<file path="src/rtl/pong_state_fetch_if.sv">
// BRAM port B bus between the frame-state fetcher (master) and the memory (slave).
interface pong_state_fetch_if;
  logic [15:0] addr_b;
  logic [15:0] data_b;
  logic        we_b;
  logic [15:0] q_b;

  modport master (output addr_b, output data_b, output we_b, input q_b);
  modport slave  (input addr_b, input data_b, input we_b, output q_b);
endinterface

</file>
<file path="src/rtl/pong_state_fetch.sv">
// Once per vblank: write the synced button word to BRAM, burst-read six game-state
// words, and publish them as a clamped, atomically updated snapshot for the renderer.
module pong_state_fetch #(
  parameter logic [15:0] BASE_ADDR = 16'h0100,
  parameter int          SCREEN_W  = 640,
  parameter int          SCREEN_H  = 480
) (
  input  logic                clk,
  input  logic                reset,
  input  logic                vblank_start,
  input  logic [3:0]          buttons,
  pong_state_fetch_if.master  bram,
  output logic [15:0]         ball_x,
  output logic [15:0]         ball_y,
  output logic [15:0]         paddle_l_y,
  output logic [15:0]         paddle_r_y,
  output logic [15:0]         score_l,
  output logic [15:0]         score_r,
  output logic                frame_valid,
  output logic                busy,
  output logic                missed_frame
);

  localparam logic [15:0] X_MAX = 16'(SCREEN_W - 1);
  localparam logic [15:0] Y_MAX = 16'(SCREEN_H - 1);

  typedef enum logic [2:0] {S_IDLE, S_WRITE, S_READ, S_DRAIN, S_UPDATE} state_t;

  function automatic logic [15:0] clamp_max(input logic [15:0] v, input logic [15:0] lim_m1);
    return (v > lim_m1) ? lim_m1 : v;
  endfunction

  state_t      state_q, state_d;
  logic [2:0]  idx_q, idx_d;
  logic [3:0]  btn_s1_q, btn_s2_q;
  logic        cap_vld_q;
  logic [2:0]  cap_idx_q;
  logic        issue;
  logic [15:0] shadow_q [6];
  logic [15:0] ball_x_q, ball_y_q, paddle_l_y_q, paddle_r_y_q, score_l_q, score_r_q;
  logic        frame_valid_q, missed_q;

  always_ff @(posedge clk or negedge reset) begin
    if (!reset) begin
      state_q <= S_IDLE;
      idx_q   <= 3'd0;
    end else begin
      state_q <= state_d;
      idx_q   <= idx_d;
    end
  end

  // Bus outputs are decoded from state so an asynchronous reset drops we_b at once.
  always_comb begin
    state_d     = state_q;
    idx_d       = idx_q;
    bram.addr_b = 16'd0;
    bram.data_b = 16'd0;
    bram.we_b   = 1'b0;
    issue       = 1'b0;
    case (state_q)
      S_IDLE: begin
        if (vblank_start) state_d = S_WRITE;
      end
      S_WRITE: begin
        bram.addr_b = BASE_ADDR + 16'd6;
        bram.data_b = {12'd0, btn_s2_q};
        bram.we_b   = 1'b1;
        idx_d       = 3'd0;
        state_d     = S_READ;
      end
      S_READ: begin
        bram.addr_b = BASE_ADDR + {13'd0, idx_q};
        issue       = 1'b1;
        if (idx_q == 3'd5) state_d = S_DRAIN;
        else               idx_d   = idx_q + 3'd1;
      end
      S_DRAIN:  state_d = S_UPDATE;
      S_UPDATE: state_d = S_IDLE;
      default:  state_d = S_IDLE;
    endcase
  end

  always_ff @(posedge clk or negedge reset) begin
    if (!reset) begin
      btn_s1_q <= 4'd0;
      btn_s2_q <= 4'd0;
    end else begin
      btn_s1_q <= buttons;
      btn_s2_q <= btn_s1_q;
    end
  end

  // Read data lags its address by one cycle, so capture follows a delayed copy of idx.
  always_ff @(posedge clk or negedge reset) begin
    if (!reset) begin
      cap_vld_q <= 1'b0;
      cap_idx_q <= 3'd0;
      for (int i = 0; i < 6; i++) shadow_q[i] <= 16'd0;
    end else begin
      cap_vld_q <= issue;
      cap_idx_q <= idx_q;
      if (cap_vld_q) shadow_q[cap_idx_q] <= bram.q_b;
    end
  end

  always_ff @(posedge clk or negedge reset) begin
    if (!reset) begin
      ball_x_q      <= 16'd0;
      ball_y_q      <= 16'd0;
      paddle_l_y_q  <= 16'd0;
      paddle_r_y_q  <= 16'd0;
      score_l_q     <= 16'd0;
      score_r_q     <= 16'd0;
      frame_valid_q <= 1'b0;
      missed_q      <= 1'b0;
    end else begin
      frame_valid_q <= (state_q == S_UPDATE);
      if (state_q == S_UPDATE) begin
        ball_x_q     <= clamp_max(shadow_q[0], X_MAX);
        ball_y_q     <= clamp_max(shadow_q[1], Y_MAX);
        paddle_l_y_q <= clamp_max(shadow_q[2], Y_MAX);
        paddle_r_y_q <= clamp_max(shadow_q[3], Y_MAX);
        score_l_q    <= shadow_q[4];
        score_r_q    <= shadow_q[5];
      end
      if (vblank_start && (state_q != S_IDLE)) missed_q <= 1'b1;
    end
  end

  assign ball_x       = ball_x_q;
  assign ball_y       = ball_y_q;
  assign paddle_l_y   = paddle_l_y_q;
  assign paddle_r_y   = paddle_r_y_q;
  assign score_l      = score_l_q;
  assign score_r      = score_r_q;
  assign frame_valid  = frame_valid_q;
  assign busy         = (state_q != S_IDLE);
  assign missed_frame = missed_q;

endmodule

</file>
<file path="src/flat_wrapper.sv">
// flat-port wrapper written by rule: the top's interface ports become plain ports
module pong_state_fetch_flat 
#(
  parameter logic [15:0] BASE_ADDR = 16'h0100,
  parameter int          SCREEN_W  = 640,
  parameter int          SCREEN_H  = 480
)
  (clk, reset, vblank_start, buttons, ball_x, ball_y, paddle_l_y, paddle_r_y, score_l, score_r, frame_valid, busy, missed_frame, bram_addr_b, bram_data_b, bram_we_b, bram_q_b);
  pong_state_fetch_if bram_i ();
  input  logic clk;
  input  logic reset;
  input  logic vblank_start;
  input  logic [3:0] buttons;
  output logic [15:0] ball_x;
  output logic [15:0] ball_y;
  output logic [15:0] paddle_l_y;
  output logic [15:0] paddle_r_y;
  output logic [15:0] score_l;
  output logic [15:0] score_r;
  output logic frame_valid;
  output logic busy;
  output logic missed_frame;
  output wire logic [$bits(bram_i.addr_b)-1:0] bram_addr_b;
  output wire logic [$bits(bram_i.data_b)-1:0] bram_data_b;
  output wire logic [$bits(bram_i.we_b)-1:0] bram_we_b;
  input wire logic [$bits(bram_i.q_b)-1:0] bram_q_b;
  assign bram_addr_b = bram_i.addr_b;
  assign bram_data_b = bram_i.data_b;
  assign bram_we_b = bram_i.we_b;
  assign bram_i.q_b = bram_q_b;
  pong_state_fetch #(.BASE_ADDR(BASE_ADDR), .SCREEN_W(SCREEN_W), .SCREEN_H(SCREEN_H)) u_core (.clk(clk), .reset(reset), .vblank_start(vblank_start), .buttons(buttons), .bram(bram_i), .ball_x(ball_x), .ball_y(ball_y), .paddle_l_y(paddle_l_y), .paddle_r_y(paddle_r_y), .score_l(score_l), .score_r(score_r), .frame_valid(frame_valid), .busy(busy), .missed_frame(missed_frame));
endmodule
</file>
<file path="config.mk">
export PLATFORM = sky130hd
export DESIGN_NAME = pong_state_fetch_flat
export DESIGN_NICKNAME = d
export VERILOG_FILES = /design/src/rtl/pong_state_fetch_if.sv /design/src/rtl/pong_state_fetch.sv /design/src/flat_wrapper.sv
export SDC_FILE = /design/constraint.sdc
export NUM_CORES = 1
export LEC_CHECK = 0
export BUFFER_PORTS_ARGS = -buffer_cell sky130_fd_sc_hd__buf_2
export CAP_MARGIN = 10
export CORE_MARGIN = 1
export CORE_UTILIZATION = 36
export CTS_BUF_LIST = sky130_fd_sc_hd__clkbuf_8
export DETAILED_ROUTE_END_ITERATION = 10
export GPL_ROUTABILITY_DRIVEN = 0
export PLACE_DENSITY = 0.65
export SYNTH_ARGS = -nofsm -noshare
export SYNTH_HDL_FRONTEND = slang
export SYNTH_SLANG_ARGS = --single-unit
export TNS_END_PERCENT = 30
</file>
<file path="constraint.sdc">
create_clock -name clk -period 2.1 [get_ports clk]
set_input_delay 0.21 -clock clk [delete_from_list [all_inputs] [get_ports clk]]
set_output_delay 0.21 -clock clk [all_outputs]
set_load 0.1 [all_outputs]
</file>
==> out/results.txt, run 1 <==
Status -> complete, no violations
Diode count -> 0
Clock Pin Slew Worst Setup and Hold Paths -> 0.06 ns
Drt total wl -> 18100 um
Commonest cells in the netlist -> dfrtp_1 (212), nand2_1 (111), mux2_2 (88)
Vias in the first global route -> 5304
Int Pwr -> 10.1 mW
Worst hold slack -> 0.0364 ns
Initial antenna violation count -> 0
Clock Skews -> 0.0210 ns
Remaining routing DRC violations -> 0
NetSw -> 8.27 mW
Min Tclk post-route -> 2.00 ns
Synth Flop Type -> dfrtp_1
Final hold violations -> 0
Finished Layout Cells -> 1109
Register area share after synthesis -> 64.5%
Mean Syn Cell Area -> 12.9 um2
Switching Share -> 45.0%
Place WS -> 0.305 ns
Crit Path Category -> reg -> out
Worst hold path class -> in -> reg
First-pass GRT wire length -> 29100 um
Core Area -> 22100 um2
Root buf cell -> clkbuf_8
CP Data Arrival Time -> 1.79 ns
GRT Util Overall -> 15.9%
FP Rows -> 54
Yosys reg bits -> 212
RSZ-0062 raised after global routing -> no
TritonCTS clock tree -> done
Synth top area share -> 64.5%
Synthesis Warnings -> 0
DR WL/cell -> 16.3 um
Pwr per Cell Area -> 1800 nW/um2
Final Max Tran Viols -> 0
Synth cell types -> 48
CTS Buffer Depth -> 3
Count leader, synth -> dfrtp_1
Cell count after synthesis -> 635
Vias -> 5167
Clock sink count -> 212
Flop pwr share -> 35.3%
Share of cells above drive strength 1 -> 37.6%
Maximum vdd ir drop -> 0.00116 V
IO Pins -> 155
Setup crit end kind -> primary output
Worst endpoint required time -> 1.89 ns
Initial core utilization -> 37.2%
DP Wirelength -> 11900 um
Htree depth -> 2
Placed cell count -> 1036
Number of CTS-inserted buffers -> 37
Async S/R FF share, synth -> 100%
CP Launch Type -> flip-flop
P&R area growth vs syn -> 24.2%
Post-synth EDFFs -> 0
Clk_lat worst skew -> 0.52 ns
Initial DRC count -> 191
Slowest-stage cell, CP -> dfrtp_1
Critical-path cell list -> nor3b_1, buf_4, or2_2, buf_12
Port Buffer Count -> 130
Post-Syn Area -> 8220 um2
Combinational share of power -> 41.7%
Die Width -> 153 um
Routed Antenna Nets -> 0
Slew margin rel. -> 59.0%
CP max FO -> 12
Final worst slack -> 0.103 ns
Layout net count -> 827
Slew at the pin closest to its max-slew limit -> 0.614 ns
Final setup violation count -> 0
Max Cap Viol -> 0
Yosys top cell by area -> dfrtp_1
Final design utilization -> 46.2%
Crit-path max cell delay -> 0.43 ns
Router iterations before antenna repair -> 4
Largest net degree at the start of global routing -> 98
Vias per cell -> 4.66
Achievable Freq -> 501 MHz
Pleak -> 4.98 nW
Clock power share -> 23.0%
GR Overflow Total -> 0
Post-CTS Setup Bufs -> 0
Final period util -> 95.1%
Synth area leaders -> dfrtp_1 (65%), mux2_2 (12%), nand2_1 (5.1%)
Die area -> 23500 um2
Die height -> 153 um
-- power by group through the flow --
stage	registers (mW)	clock network, mW	logic, mW
final	6.47	4.22	7.66
after detailed placement	6.53	0	7.71
after CTS	6.48	4.37	7.73
after global routing	6.68	4.57	8.04
after floorplan	9.68	0	2.98
after global placement	6.49	0	7.62
-- cells by family after synthesis --
group | Yosys count | share of synthesized area, %
AND/OR/NAND/NOR | 216 | 13.3
flip-flops | 212 | 64.5
multiplexers | 91 | 12.4
buffers and inverters | 61 | 4.88
AO/OA/AOI/OAI | 52 | 4.55
adder cells (fa/ha/maj) | 2 | 0.304
other | 1 | 0.0456
-- metrics by stage --
step,power (mW),setup TNS [ns],instance area (um2)
2_1_floorplan,12.7,-0.503,8310
3_3_place_gp,14.1,0,9290
3_5_place_dp,14.2,0,9290
4_1_cts,18.6,0,10200
5_1_grt,19.3,0,10200
6_report,18.4,0,10200
-- timing repair --
action | 4_1_cts | 5_1_grt
endpoints found under the setup margin | 0 | 1
resized for setup | 0 | 1
hold buffers | 7 | 0
endpoints found under the hold margin | 70 | 0
-- routing by layer --
metal	routed length [um]	global-route usage (%)	up-vias
met1	8370	21.2	2595
met3	642	3.32	28
met2	8760	25.5	111
met4	354	6.01	0
li1	-	-	2433
met5	0	0	-
-- final timing paths --
kind / start / end / slack, ns / cells after the start
min in group asynchronous: reset / u_core.score_r[10] / 0.23 / 2
setup / recovery: u_core.state_q[0] / bram_addr_b[8] / 0.10 / 4
hold / removal: bram_q_b[0] / u_core.shadow_q[64] / 0.04 / 3
max in group asynchronous: reset / u_core.btn_s2_q[1] / 1.15 / 3
hold reg to reg: u_core.btn_s1_q[3] / u_core.btn_s2_q[3] / 0.35 / 0
setup reg to reg: u_core.state_q[1] / u_core.ball_y[0] / 0.38 / 5
-- flip-flops by register name, summed over array words and instances (netlist names), 4 cells and up --
name,flops
u_core.score_l,16
u_core.paddle_r_y,16
u_core.ball_y,16
u_core.paddle_l_y,16
u_core.shadow_q,96
u_core.ball_x,16
u_core.score_r,16
u_core.btn_s2_q,4
u_core.btn_s1_q,4
-- cell usage in the layout (no fill, tap or decap), drive strengths merged, types with 2 or more instances in the layout --
cell type	count
nand3	3
clkbuf	53
and2	35
o21ai	11
buf	150
nand2b	13
ha	2
or3	2
nor2	24
a31oi	6
nand4	4
nand2	111
inv	16
dlygate4sd3	7
conb	24
clkinv	2
or2	2
dfrtp	212
nor4	3
mux2	90
bufinv	3
o31a	11
nor3	6
a21oi	10
nand4b	2
o22a	7
nor3b	2
a21o	3
-- critical path: cells and delay by family, from the launching register on --
family	cells	cell delay, ns
flip-flops	1	0.43
AND/OR/NAND/NOR	2	0.50
buffers and inverters	2	0.35
-- layout make-up --
class / instances / area [um2]
Clock buffer: 52 / 716
Tap cell: 280 / 350
Clock inverter: 14 / 138
Timing Repair Buffer: 158 / 1050
Fill cell: 2045 / 11900
Inverter: 8 / 32.5
Multi-Input combinational cell: 385 / 2620
Sequential cell: 212 / 5310
Power figures use the tool's default switching activity.
==> run 2: changes to the inputs <==
--- a/config.mk
+++ b/config.mk
@@ -7,12 +7,13 @@
 export LEC_CHECK = 0
 export BUFFER_PORTS_ARGS = -buffer_cell sky130_fd_sc_hd__buf_2
 export CAP_MARGIN = 10
+export CORE_ASPECT_RATIO = 0.75
 export CORE_MARGIN = 1
-export CORE_UTILIZATION = 36
+export CORE_UTILIZATION = 50
 export CTS_BUF_LIST = sky130_fd_sc_hd__clkbuf_8
 export DETAILED_ROUTE_END_ITERATION = 10
 export GPL_ROUTABILITY_DRIVEN = 0
-export PLACE_DENSITY = 0.65
+export PLACE_DENSITY = 0.82
 export SYNTH_ARGS = -nofsm -noshare
 export SYNTH_HDL_FRONTEND = slang
 export SYNTH_SLANG_ARGS = --single-unit
==> constraint.sdc (replaced) <==
create_clock -name clk -period 2.1 [get_ports clk]
set_input_delay 0.21 -clock clk [delete_from_list [all_inputs] [get_ports clk]]
set_output_delay 0.21 -clock clk [all_outputs]
set_load 0.005 [all_outputs]
==> out/results.txt, run 2 (synthesis gave the netlist of run 1 again) <==
Diode count -> 0 (unchanged)
Met2 usage -> 31.4% (was 25.5%)
Post-CTS Setup Bufs -> 0 (unchanged)
Router iterations before antenna repair -> 4 (unchanged)
Area after DPL -> 9070 um2 (was 9290 um2)
Vias in the first global route -> 5261 (was 5304)
Crit Path Category -> reg -> out (unchanged)
Number of CTS-inserted buffers -> 31 (was 37)
Share of cells above drive strength 1 -> 35.1% (was 37.6%)
Die Width -> 150 um (was 153 um)
Vias -> 5238 (was 5167)
DP Wirelength -> 11400 um (was 11900 um)
Initial DRC count -> 208 (was 191)
Routed Antenna Nets -> 0 (unchanged)
Min Tclk post-route -> 1.97 ns (was 2.00 ns)
CP Launch Type -> flip-flop (unchanged)
M3 GR Usage -> 4.84% (was 3.32%)
Most frequent cells in the layout -> dfrtp_1 (212), buf_2 (129), nand2_1 (111) (was dfrtp_1 (212), buf_2 (120), nand2_1 (111))
Flop pwr share -> 50.8% (was 35.3%)
Commonest non-fill, non-tap cell in the layout -> dfrtp_1 (unchanged)
CP max FO -> 12 (unchanged)
Cell area after layout -> 9840 um2 (was 10200 um2)
Worst endpoint required time -> 1.89 ns (about the same)
Worst hold path class -> in -> reg (unchanged)
Final period util -> 93.9% (was 95.1%)
Initial antenna violation count -> 0 (unchanged)
Met1 Usage GRT -> 30.5% (was 21.2%)
Int Pwr -> 8.90 mW (was 10.1 mW)
Critical-path cell list -> nor3b_1, buf_4, or2_2, buf_2 (was nor3b_1, buf_4, or2_2, buf_12)
Slew margin rel. -> 62.2% (was 59.0%)
Hold path cells -> 2 (was 3)
Core Area -> 16100 um2 (was 22100 um2)
Worst hold slack -> 0.0409 ns (was 0.0364 ns)
Die height -> 113 um (was 153 um)
Vias per cell -> 5.05 (was 4.66)
Clock Skews -> 0.00897 ns (was 0.0210 ns)
Clock power share -> 23.8% (was 23.0%)
Clk_lat worst skew -> 0.56 ns (was 0.52 ns)
Layout net count -> 830 (was 827)
FP Rows -> 40 (was 54)
Largest net degree at the start of global routing -> 60 (was 98)
Final hold violations -> 0 (unchanged)
Worst Reg-to-Reg Cells -> 2 (was 5)
First-pass GRT wire length -> 27500 um (was 29100 um)
RSZ-0062 raised after global routing -> no (unchanged)
DR WL/cell -> 16.3 um (about the same)
CP Data Arrival Time -> 1.76 ns (was 1.79 ns)
Slowest-stage cell, CP -> dfrtp_1 (unchanged)
Final setup violation count -> 0 (unchanged)
CTS Buffer Depth -> 3 (unchanged)
Slew at the pin closest to its max-slew limit -> 0.565 ns (was 0.614 ns)
TritonCTS clock tree -> done (unchanged)
Remaining routing DRC violations -> 0 (unchanged)
Die area -> 17000 um2 (was 23500 um2)
Most flops, register -> u_core.shadow_q (unchanged)
Clock sink count -> 212 (unchanged)
P&R area growth vs syn -> 19.7% (was 24.2%)
Htree depth -> 1 (was 2)
Clock Pin Slew Worst Setup and Hold Paths -> 0.07 ns (was 0.06 ns)
GR Overflow Total -> 0 (unchanged)
Total Power -> 12.8 mW (was 18.4 mW)
GR peak layer -> met2 (unchanged)
Setup crit end kind -> primary output (unchanged)
IO Pins -> 155 (unchanged)
Root buf cell -> clkbuf_8 (unchanged)
Final Max Tran Viols -> 0 (unchanged)
Fillcell total -> 1259 (was 2045)
Max reg flops -> 96 (unchanged)
Pwr per Cell Area -> 1300 nW/um2 (was 1800 nW/um2)
Maximum vdd ir drop -> 0.000794 V (was 0.00116 V)
NetSw -> 3.93 mW (was 8.27 mW)
Combinational share of power -> 25.4% (was 41.7%)
Max Cap Viol -> 0 (unchanged)
Switching Share -> 30.6% (was 45.0%)
Drt total wl -> 17000 um (was 18100 um)
Pleak -> 4.87 nW (was 4.98 nW)
Status -> complete, no violations (unchanged)
Setup TNS -> 0 ns (unchanged)
Port Buffer Count -> 130 (unchanged)
Achievable Freq -> 507 MHz (was 501 MHz)
Initial core utilization -> 51.2% (was 37.2%)
GRT Util Overall -> 20.8% (was 15.9%)
Crit-path max cell delay -> 0.44 ns (was 0.43 ns)
-- run 2: cell type report --
| cell class | instances | area (um2) | share of cell area [%] |
|---|---|---|---|
| Sequential cell | 212 | 5310 | 53.9 |
| Multi-Input combinational cell | 385 | 2630 | 26.7 |
| Timing Repair Buffer | 167 | 1030 | 10.5 |
| Clock buffer | 36 | 495 | 5.03 |
| Tap cell | 210 | 263 | 2.67 |
| Clock inverter | 20 | 87.6 | 0.890 |
| Inverter | 8 | 32.5 | 0.331 |
-- run 2: final timing paths --
| kind | from | endpoint | slack [ns] |
|---|---|---|---|
| worst max-delay path | u_core.state_q[0] | bram_addr_b[8] | 0.13 |
| worst min-delay path | bram_q_b[8] | u_core.shadow_q[56] | 0.04 |
| worst max register to register | u_core.cap_idx_q[0] | u_core.shadow_q[71] | 0.41 |
| worst min register to register | u_core.btn_s1_q[3] | u_core.btn_s2_q[3] | 0.34 |
| max in group asynchronous | reset | u_core.ball_y[13] | 1.24 |
| min in group asynchronous | reset | u_core.paddle_r_y[15] | 0.20 |
-- run 2: through the flow --
stage / worst slack (ns) / util (%) / std cells
finish: 0.129 / 61.3 / 1038
global route: 0.0510 / 61.3 / 1038
CTS: 0.0783 / 61.2 / 1038
detailed placement: 0.411 / 56.5 / 964
global placement: 0.443 / 56.5 / 964
floorplan: 0.478 / - / 658
-- run 2: per-layer routing --
| metal | wire length (um) | share of wire (%) | vias up |
|---|---|---|---|
| li1 | - | - | 2432 |
| met1 | 8160 | 48 | 2605 |
| met3 | 1080 | 6.4 | 35 |
| met5 | 0 | 0 | - |
| met2 | 7400 | 44 | 166 |
| met4 | 325 | 1.9 | 0 |
-- run 2: critical path, delay by kind of cell, from the launching register on --
kind                   cells  cell delay (ns)
flip-flops                 1             0.44
AND/OR/NAND/NOR            2             0.46
buffers and inverters      2             0.30
-- run 2: what timing repair did --
action / in CTS / in global routing
hold buffers: 18 / 0
setup endpoints to repair: 0 / 3
endpoints found under the hold margin: 101 / 0
resized for setup: 0 / 1
-- run 2: power by group through the flow --
stage / clock network, mW / logic (mW) / registers (mW)
after floorplan: 0 / 2.20 / 6.31
after global placement: 0 / 3.11 / 6.49
after detailed placement: 0 / 3.25 / 6.56
after CTS: 3.13 / 3.29 / 6.50
after global routing: 3.33 / 3.64 / 6.70
final: 3.06 / 3.26 / 6.51
